`config.mk`:
```
export PLATFORM = sky130hd
export DESIGN_NAME = poly_tone_gen_flat
export DESIGN_NICKNAME = d
export VERILOG_FILES = /design/src/rtl/poly_tone_gen_if.sv /design/src/rtl/poly_tone_gen.sv /design/src/flat_wrapper.sv
export SDC_FILE = /design/constraint.sdc
export NUM_CORES = 1
export LEC_CHECK = 0
export ABC_AREA = 1
export CAP_MARGIN = 25
export CORE_UTILIZATION = 50
export CTS_CLUSTER_DIAMETER = 60
export DETAILED_ROUTE_END_ITERATION = 6
export PLACE_DENSITY = 0.66
export SLEW_MARGIN = 15
export SYNTH_ARGS = -nofsm -noshare
export SYNTH_HDL_FRONTEND = slang
export SYNTH_SLANG_ARGS = --single-unit
```
`constraint.sdc`:
```
create_clock -name clk -period 15.59 [get_ports clk]
set_clock_uncertainty 0.1 [all_clocks]
set_input_delay 3.118 -clock clk [delete_from_list [all_inputs] [get_ports clk]]
set_output_delay 3.118 -clock clk [all_outputs]
set_load 0.05 [all_outputs]
```
`src/rtl/poly_tone_gen_if.sv`:
```
// poly_tone_gen_if: key/octave inputs and mixed audio outputs of the polyphonic tone generator.
interface poly_tone_gen_if #(
    parameter int NUM_VOICES = 4
);
    localparam int LW = $clog2(NUM_VOICES + 1);
    logic [11:0]           keys;
    logic [3:0]            octave;
    logic                  sustain;
    logic                  audio_pdm;
    logic [LW-1:0]         audio_level;
    logic [NUM_VOICES-1:0] voice_active;
    logic                  keys_dropped;
    modport master (output keys, octave, sustain, input audio_pdm, audio_level, voice_active, keys_dropped);
    modport slave (input keys, octave, sustain, output audio_pdm, audio_level, voice_active, keys_dropped);
endinterface

```
`src/rtl/poly_tone_gen.sv`:
```
// poly_tone_gen: 12-key polyphonic square-wave generator with level mixer and sigma-delta output.
// Optional sustain pedal behaviour is enabled by defining SUSTAIN_EN.
module poly_tone_gen #(
    parameter int CLK_HZ     = 1_000_000,
    parameter int NUM_VOICES = 4,
    parameter int DIV_W      = 16,
    parameter int OCT_MAX    = 8
) (
    input logic clk,
    input logic rst_n,
    poly_tone_gen_if.slave bus
);
    localparam int LW = $clog2(NUM_VOICES + 1);
    localparam int AW = $clog2(NUM_VOICES) + 2;
    typedef enum logic {IDLE, RUN} vst_t;

    function automatic logic [DIV_W-1:0] bh(input int f);
        return DIV_W'(64'(CLK_HZ) * 50 / f);
    endfunction

    // index 0 is B (keys[0]) up to index 11 C (keys[11])
    localparam logic [DIV_W-1:0] BASE [12] = '{bh(3087), bh(2914), bh(2750), bh(2596), bh(2450), bh(2312),
                                               bh(2183), bh(2060), bh(1945), bh(1835), bh(1732), bh(1635)};

    logic [11:0]           keys_m, keys_s, eff;
    logic [3:0]            oct_m, oct_s, oct_c, oct_a, poct;
    logic [3:0]            a_key [NUM_VOICES];
    logic [3:0]            vkey [NUM_VOICES];
    logic [3:0]            pkey [NUM_VOICES];
    logic [NUM_VOICES-1:0] a_val, vval, vout, out_n, load, act;
    logic                  dropped, pdm;
    logic [LW-1:0]         level;
    logic [AW-1:0]         acc, sum;
    logic [DIV_W-1:0]      half [NUM_VOICES];
    logic [DIV_W-1:0]      cnt [NUM_VOICES];
    logic [DIV_W-1:0]      cnt_n [NUM_VOICES];
    vst_t                  st [NUM_VOICES];
    vst_t                  st_n [NUM_VOICES];
    int                    pop;

    assign oct_c = oct_s > 4'(OCT_MAX) ? 4'(OCT_MAX) : oct_s;

`ifdef SUSTAIN_EN
    logic       sus_m, sus_s;
    logic [11:0] a_mask, amask;
    always_ff @(posedge clk or negedge rst_n)
        if (!rst_n) begin
            sus_m <= 1'b0;
            sus_s <= 1'b0;
            amask <= '0;
        end else begin
            sus_m <= bus.sustain;
            sus_s <= sus_m;
            amask <= a_mask;
        end
    // released keys stay in the candidate set while the pedal is down
    assign eff = keys_s | (sus_s ? amask : 12'h0);
`else
    logic unused_sustain;
    assign unused_sustain = bus.sustain;
    assign eff = keys_s;
`endif

    always_comb begin
        pop = 0;
        a_key = '{default: '0};
        a_val = '0;
`ifdef SUSTAIN_EN
        a_mask = '0;
`endif
        for (int k = 11; k >= 0; k--)
            if (eff[k]) begin
                for (int v = 0; v < NUM_VOICES; v++)
                    if (pop == v) begin
                        a_key[v] = 4'(k);
                        a_val[v] = 1'b1;
                    end
`ifdef SUSTAIN_EN
                if (pop < NUM_VOICES) a_mask[k] = 1'b1;
`endif
                pop++;
            end
    end

    assign sum = acc + AW'(level);

    always_ff @(posedge clk or negedge rst_n)
        if (!rst_n) begin
            keys_m  <= '0;
            keys_s  <= '0;
            oct_m   <= '0;
            oct_s   <= '0;
            oct_a   <= '0;
            vkey    <= '{default: '0};
            vval    <= '0;
            dropped <= 1'b0;
            level   <= '0;
            acc     <= '0;
            pdm     <= 1'b0;
        end else begin
            keys_m  <= bus.keys;
            keys_s  <= keys_m;
            oct_m   <= bus.octave;
            oct_s   <= oct_m;
            oct_a   <= oct_c;
            vkey    <= a_key;
            vval    <= a_val;
            dropped <= pop > NUM_VOICES;
            level   <= LW'($countones(vout));
            acc     <= sum >= AW'(NUM_VOICES) ? sum - AW'(NUM_VOICES) : sum;
            pdm     <= sum >= AW'(NUM_VOICES);
        end

    always_ff @(posedge clk or negedge rst_n)
        if (!rst_n) begin
            st   <= '{default: IDLE};
            cnt  <= '{default: '0};
            pkey <= '{default: '0};
            vout <= '0;
            poct <= '0;
        end else begin
            st   <= st_n;
            cnt  <= cnt_n;
            pkey <= vkey;
            vout <= out_n;
            poct <= oct_a;
        end

    // oct_a travels with the allocation so a key and octave change land on one reload
    always_comb
        for (int v = 0; v < NUM_VOICES; v++) begin
            half[v]  = (BASE[vkey[v]] >> oct_a) == '0 ? DIV_W'(1) : BASE[vkey[v]] >> oct_a;
            load[v]  = vval[v] && (st[v] == IDLE || vkey[v] != pkey[v] || oct_a != poct);
            st_n[v]  = vval[v] ? RUN : IDLE;
            cnt_n[v] = !vval[v] ? '0 : (load[v] || cnt[v] == '0) ? half[v] - 1'b1 : cnt[v] - 1'b1;
            out_n[v] = vval[v] && (load[v] || (cnt[v] == '0 ? ~vout[v] : vout[v]));
            act[v]   = st[v] == RUN;
        end

    assign bus.audio_pdm    = pdm;
    assign bus.audio_level  = level;
    assign bus.voice_active = act;
    assign bus.keys_dropped = dropped;
endmodule
```
`src/flat_wrapper.sv`:
```
// flat-port wrapper written by rule: the top's interface ports become plain ports
module poly_tone_gen_flat 
#(
    parameter int CLK_HZ     = 1_000_000,
    parameter int NUM_VOICES = 4,
    parameter int DIV_W      = 16,
    parameter int OCT_MAX    = 8
)
  (clk, rst_n, bus_keys, bus_octave, bus_sustain, bus_audio_pdm, bus_audio_level, bus_voice_active, bus_keys_dropped);
  poly_tone_gen_if #(.NUM_VOICES(NUM_VOICES)) bus_i ();
  input logic clk;
  input logic rst_n;
  input wire logic [$bits(bus_i.keys)-1:0] bus_keys;
  input wire logic [$bits(bus_i.octave)-1:0] bus_octave;
  input wire logic [$bits(bus_i.sustain)-1:0] bus_sustain;
  output wire logic [$bits(bus_i.audio_pdm)-1:0] bus_audio_pdm;
  output wire logic [$bits(bus_i.audio_level)-1:0] bus_audio_level;
  output wire logic [$bits(bus_i.voice_active)-1:0] bus_voice_active;
  output wire logic [$bits(bus_i.keys_dropped)-1:0] bus_keys_dropped;
  assign bus_i.keys = bus_keys;
  assign bus_i.octave = bus_octave;
  assign bus_i.sustain = bus_sustain;
  assign bus_audio_pdm = bus_i.audio_pdm;
  assign bus_audio_level = bus_i.audio_level;
  assign bus_voice_active = bus_i.voice_active;
  assign bus_keys_dropped = bus_i.keys_dropped;
  poly_tone_gen #(.CLK_HZ(CLK_HZ), .NUM_VOICES(NUM_VOICES), .DIV_W(DIV_W), .OCT_MAX(OCT_MAX)) u_core (.clk(clk), .rst_n(rst_n), .bus(bus_i));
endmodule
```
==> flow_metrics.env, run 1 <==
export IMPL_finalWeightedCongestion=0.920
export IMPL_clk_path_buf_depth=2
export IMPL_syn2layout_area_growth_pct=8.05
export IMPL_die_area_um2=26100
export IMPL_drive_gt1_frac=0.0770
export IMPL_n_antenna_cell=0
export IMPL_holdPathStages=0
export IMPL_postCtsHoldBufs=0
export IMPL_p_int_w=0.00117
export IMPL_critPathSlowestCell="fa_1"
export IMPL_pwr_share_clk=0.181
export IMPL_io_pins=28
export IMPL_grt_use_met3=0.0360
export IMPL_avgSynthCellArea_um2=6.57
export IMPL_grt_overflow=0
export IMPL_synthFlopType="dfrtp_1"
export IMPL_max_stage_delay_ns=0.63
export IMPL_seq_area_frac_synth=0.309
export IMPL_crit_top_cell="nand2_1"
export IMPL_mostFrequentLayoutCells="518 x nand2_1, 216 x o21ai_0, 213 x nor2_1"
export IMPL_rr_startpoint="u_core.eff[9]"
export IMPL_synthArstFlopShare=1.00
export IMPL_critPathRequiredTime_ns=15.81
export IMPL_fmax_mhz=150
export IMPL_grt_util_met1=0.331
export IMPL_antenna_found_initial=0
export IMPL_hold_viol=0
export IMPL_grt_busiest_layer="met2"
export IMPL_synth_edff_count=0
export IMPL_r2r_end="u_core.bus.keys_dropped"
export IMPL_critPathKind="reg -> reg"
export IMPL_wl_per_cell_um=13.5
export IMPL_vdd_drop_max_uv=79.1
export IMPL_synth_area_leaders="dfrtp_1 31%, nand2_1 15%, o21ai_0 8.5%"
export IMPL_cts_sinks=157
export IMPL_antenna_left=0
export IMPL_fin_crit_sh=0.427
export IMPL_wirelength_mm=30.5
export IMPL_drt_pass1_iter_count=6
export IMPL_gr_usage_met2=0.396
export IMPL_grt_pass1_vias=11000
export IMPL_syn_num_nets=2024
export IMPL_drc_errors=0
export IMPL_p_seq_frac=0.270
export IMPL_grt_pass1_wl_mm=51.8
export IMPL_initial_core_util=0.507
export IMPL_rsz0062_at_grt="no"
export IMPL_ys_ff_latch=157
export IMPL_dpl_hpwl_mm=22.7
export IMPL_nets=2006
export IMPL_syn_inst=1939
export IMPL_via_per_inst=5.32
export IMPL_synth_area_um2=12700
export IMPL_critPathMaxFanout=8
export IMPL_setup_viol=0
export IMPL_row_count=58
export IMPL_hold_path_startpoint="u_core.oct_m[1]"
export IMPL_portBuffers=26
export IMPL_cts_setup_buffers=0
export IMPL_cts_resized=0
export IMPL_min_to="u_core.oct_s[1]"
export IMPL_rr_worst_depth=37
export IMPL_core_um2=25100
export IMPL_p_sw_frac=0.503
export IMPL_final_common_cell="nand2_1"
export IMPL_htreeDepth=4
export IMPL_clk_pin_slew_worst_paths_ns=0.08
export IMPL_cts_buffers=17
export IMPL_synth_area_leader_cell="dfrtp_1"
export IMPL_combinationalPowerShare=0.549
export IMPL_ys_types=48
export IMPL_cts_tree="done"
export IMPL_tightest_slew_ns=0.962
export IMPL_finalMaxSlewViolations=0
export IMPL_synth_top_area_share=0.309
export IMPL_drt_iter0_drc=1003
export IMPL_fin_setup_tns_ns=0
export IMPL_cap_violations=0
export IMPL_min_period_ns=6.66
export IMPL_place_ws_ns=8.99
export IMPL_worstPathArrival_ns=6.88
export IMPL_status="complete, no violations"
export IMPL_die_w_um=162
export IMPL_endpoint_kind="flip-flop"
export IMPL_powerDensity_nw_per_um2=171
export IMPL_yosysWarnings=0
export IMPL_grtUsageTotal=0.243
export IMPL_grt_max_degree=97
export IMPL_startpoint_type="flip-flop"
export IMPL_clk_latency_ns=0.45
export IMPL_p_leak_nw=6.90
export IMPL_hp_class="reg -> reg"
export IMPL_cts_root_buf="clkbuf_16"
export IMPL_die_y_um=162
export IMPL_slew_headroom=0.358
export IMPL_vias=12000
export IMPL_finalWorstSetupSlack_ns=8.93
export IMPL_regToRegSetupSlack_ns=8.93
export IMPL_p_sw_w=0.00119
==> stage by stage <==
step / cell area, µm² / util / hold slack, ns / total power [W] / instances
after global routing: 13800 / 0.548 / 0.257 / 0.00259 / 2264
after CTS: 13800 / 0.548 / 0.253 / 0.00236 / 2264
final: 13800 / 0.548 / 0.249 / 0.00236 / 2264
after global placement: 13200 / 0.524 / 0.232 / 0.00190 / 2232
after detailed placement: 13200 / 0.524 / 0.235 / 0.00192 / 2232
after floorplan: 12700 / - / 0.231 / 0.00163 / 1939
==> cell usage after synthesis, drive strengths merged, types with 23 or more instances <==
cell and n:
a21oi 70, buf 32, clkbuf 38, dfrtp 157
ha 63, inv 218, nand2 560, nand3 160
nand4 25, nor2 225, nor3 27, nor4 23
o211ai 24, o21ai 223
==> power groups by stage <==
stage          Clock, W  Combinational [W]  Sequential, W
2_1_floorplan         0            0.00101       0.000626
3_3_place_gp          0            0.00126       0.000641
3_5_place_dp          0            0.00128       0.000642
4_1_cts        0.000439            0.00128       0.000636
5_1_grt        0.000453            0.00149       0.000652
6_report       0.000428            0.00129       0.000636
==> sequential cells by signal (all words and copies together) (netlist names), 12 cells and up <==
signal / count
u_core.cnt: 64
u_core.keys_m: 12
u_core.vkey: 16
u_core.eff: 12
u_core.pkey: 16
==> worst max path at each step <==
stage / from / to / slack [ns] / cells past startpoint
global placement: u_core.eff[9] / u_core.bus.keys_dropped / 9.09 / 37
CTS: u_core.eff[9] / u_core.bus.keys_dropped / 8.94 / 37
global route: u_core.eff[9] / u_core.bus.keys_dropped / 8.32 / 37
finish: u_core.eff[9] / u_core.bus.keys_dropped / 8.93 / 37
floorplan: u_core.eff[9] / u_core.bus.keys_dropped / 9.66 / 37
detailed placement: u_core.eff[9] / u_core.bus.keys_dropped / 8.99 / 37
==> cells by family after synthesis <==
group / after synthesis / share of synthesized area
multiplexers: 9 / 0.00708
buffers and inverters: 291 / 0.0889
adder cells (fa/ha/maj): 66 / 0.0666
AND/OR/NAND/NOR: 1046 / 0.366
flip-flops: 157 / 0.309
XOR/XNOR: 25 / 0.0172
AO/OA/AOI/OAI: 345 / 0.145
==> worst max-delay path, delay by kind of cell, from the launching register on <==
kind,cells,cell delay (ns)
adder cells (fa/ha/maj),9,2.91
AO/OA/AOI/OAI,2,0.40
flip-flops,1,0.50
buffers and inverters,6,0.53
AND/OR/NAND/NOR,20,2.06
==> cell type report <==
type	instances	area [µm²]
multi-input cells	1491	7670
flip-flops and latches	157	3930
well taps	330	413
clock buffers	17	425
fillers	2524	11400
clock inverters	15	174
inverters	221	830
repair buffers	33	314
==> layer usage <==
layer / up-vias / part of all wire
met3: 42 / 0.032
met2: 232 / 0.46
li1: 6267 / -
met5: - / 0
met1: 5507 / 0.49
met4: 0 / 0.022
(Power assumes the default switching activity.)
==> run 2: changes to the inputs <==
==> constraint.sdc (replaced) <==
create_clock -name clk -period 6.4 [get_ports clk]
set_clock_uncertainty 0.1 [all_clocks]
set_input_delay 1.28 -clock clk [delete_from_list [all_inputs] [get_ports clk]]
set_output_delay 1.28 -clock clk [all_outputs]
set_load 0.05 [all_outputs]
==> flow_metrics.env, run 2 (synthesis gave the netlist of run 1 again) <==
export IMPL_cts_root_buf="clkbuf_16"
export IMPL_total_power_w=0.00575
export IMPL_wirelength_mm=30.6
export IMPL_min_to="u_core.eff[1]"
export IMPL_p_leak_nw=6.94
export IMPL_r2r_end="u_core.bus.keys_dropped"
export IMPL_pwr_share_clk=0.179
export IMPL_die_area_um2=26100
export IMPL_grt_max_degree=99
export IMPL_fin_crit_sh=0.944
export IMPL_rr_worst_depth=37
export IMPL_fmax_mhz=166
export IMPL_critPathMaxFanout=5
export IMPL_hold_path_startpoint="u_core.keys_m[1]"
export IMPL_p_sw_w=0.00288
export IMPL_drc_errors=0
export IMPL_n_antenna_cell=0
export IMPL_worstPathArrival_ns=6.26
export IMPL_wl_per_cell_um=13.5
export IMPL_regToRegSetupSlack_ns=0.36
export IMPL_final_common_cell="nand2_1"
export IMPL_endpoint_kind="flip-flop"
export IMPL_combinationalPowerShare=0.551
export IMPL_top_regs="u_core.cnt: 64 flops, u_core.pkey: 16 flops, u_core.vkey: 16 flops"
export IMPL_mostFrequentLayoutCells="511 x nand2_1, 215 x o21ai_0, 212 x nor2_1"
export IMPL_nets=2013
export IMPL_syn2layout_area_growth_pct=8.63
export IMPL_clk_path_buf_depth=2
export IMPL_drt_iter0_drc=999
export IMPL_slew_headroom=0.349
export IMPL_p_sw_frac=0.502
export IMPL_die_w_um=162
export IMPL_powerDensity_nw_per_um2=416
export IMPL_vdd_drop_max_uv=148
export IMPL_htreeDepth=4
export IMPL_finalWorstSetupSlack_ns=0.358
export IMPL_finalMaxSlewViolations=0
export IMPL_crit_top_cell="nand2_2"
export IMPL_setup_viol=0
export IMPL_cap_violations=0
export IMPL_tightest_slew_ns=0.975
export IMPL_min_period_ns=6.04
export IMPL_largest_reg_flops=64
export IMPL_grt_pass1_wl_mm=51.5
export IMPL_max_stage_delay_ns=0.61
export IMPL_portBuffers=26
export IMPL_dpl_cell_area_um2=13200
export IMPL_rr_startpoint="u_core.eff[10]"
export IMPL_top_register="u_core.cnt"
export IMPL_critPathSlowestCell="fa_1"
export IMPL_core_um2=25100
export IMPL_dpl_hpwl_mm=23.0
export IMPL_drive_gt1_frac=0.0881
export IMPL_grt_overflow=0
export IMPL_row_count=58
export IMPL_hp_class="reg -> reg"
export IMPL_place_ws_ns=-0.0124
export IMPL_p_seq_frac=0.270
export IMPL_fillCellCount=2499
export IMPL_grt_pass1_vias=10700
export IMPL_antenna_found_initial=0
export IMPL_fin_setup_tns_ns=0
export IMPL_postCtsHoldBufs=0
export IMPL_vias=12100
export IMPL_p_int_w=0.00287
export IMPL_via_per_inst=5.32
export IMPL_design_area_um2=13800
export IMPL_cts_tree="done"
export IMPL_critPathKind="reg -> reg"
export IMPL_initial_core_util=0.507
export IMPL_cts_sinks=157
export IMPL_status="complete, no violations"
export IMPL_startpoint_type="flip-flop"
export IMPL_finalWeightedCongestion=0.916
export IMPL_clk_latency_ns=0.44
export IMPL_grtUsageTotal=0.242
export IMPL_drt_pass1_iter_count=5
export IMPL_io_pins=28
export IMPL_critPathRequiredTime_ns=6.62
export IMPL_hold_viol=0
export IMPL_holdPathStages=0
export IMPL_cts_buffers=17
export IMPL_die_y_um=162
export IMPL_antenna_left=0
export IMPL_clk_pin_slew_worst_paths_ns=0.08
==> run 2: changes by cell type in the layout (fill, tap and decap cells not counted), sizes merged <==
cell,delta
buf,+7
inv,+2
clkinv,-1
clkinvlp,-1
==> run 2: critical path: cells and delay by family, from the launching register on <==
| kind | cells | cell delay, ns |
|---|---|---|
| compound gates | 2 | 0.31 |
| buf+inv | 6 | 0.41 |
| flops | 1 | 0.39 |
| simple gates | 20 | 1.96 |
| fa+ha+maj | 9 | 2.76 |
==> run 2: timing repair <==
action | in CTS | in global routing
resized for setup | 1 | 15
pin swaps | 0 | 5
endpoints found under the setup margin | 1 | 21
buffers inserted | 0 | 6
==> run 2: through the flow <==
| step | utilization | cells | hold WS [ns] |
|---|---|---|---|
| floorplan | - | 1939 | 0.231 |
| global placement | 0.524 | 2233 | 0.232 |
| detailed placement | 0.524 | 2233 | 0.236 |
| CTS | 0.548 | 2265 | 0.253 |
| global route | 0.551 | 2271 | 0.253 |
| finish | 0.551 | 2271 | 0.251 |
==> run 2: area by class of cell <==
cell class	count	area [µm²]	area share
well taps	330	413	0.0299
clock buffers	17	425	0.0308
inverters	221	830	0.0600
multi-input cells	1491	7700	0.557
clock inverters	15	164	0.0119
flip-flops and latches	157	3930	0.284
repair buffers	40	367	0.0265
==> run 2: per-layer routing <==
metal	share of wire	wire length, µm	GRT usage
met2	0.47	14300	0.395
met4	0.016	496	0.0690
met5	0	0	0
met3	0.038	1160	0.0324
met1	0.48	14700	0.334
==> run 2: worst max-delay path by stage <==
stage                    from                 endpoint  slack, ns  cells after the start
5_1_grt        u_core.eff[10]  u_core.bus.keys_dropped      -0.04                     37
3_3_place_gp    u_core.eff[9]  u_core.bus.keys_dropped       0.16                     37
4_1_cts        u_core.eff[10]  u_core.bus.keys_dropped       0.06                     37
3_5_place_dp   u_core.eff[10]  u_core.bus.keys_dropped      -0.01                     37
2_1_floorplan   u_core.eff[9]  u_core.bus.keys_dropped       0.47                     37
6_report       u_core.eff[10]  u_core.bus.keys_dropped       0.36                     37
==> run 2: power by group through the flow <==
| stage | registers (W) | logic [W] | clock network, W |
|---|---|---|---|
| after floorplan | 0.00153 | 0.00246 | 0 |
| after global placement | 0.00157 | 0.00308 | 0 |
| after detailed placement | 0.00157 | 0.00312 | 0 |
| after CTS | 0.00156 | 0.00313 | 0.00105 |
| after global routing | 0.00160 | 0.00365 | 0.00109 |
| final | 0.00155 | 0.00317 | 0.00103 |
==> run 3: changes to the inputs <==
--- a/config.mk
+++ b/config.mk
@@ -10,6 +10,7 @@
 export CORE_UTILIZATION = 50
 export CTS_CLUSTER_DIAMETER = 60
 export DETAILED_ROUTE_END_ITERATION = 6
+export GPL_TIMING_DRIVEN = 1
 export PLACE_DENSITY = 0.66
 export SLEW_MARGIN = 15
 export SYNTH_ARGS = -nofsm -noshare
==> results of run 3 <==
Same layout as run 2: the final DEF is identical, and so are final timing and power.
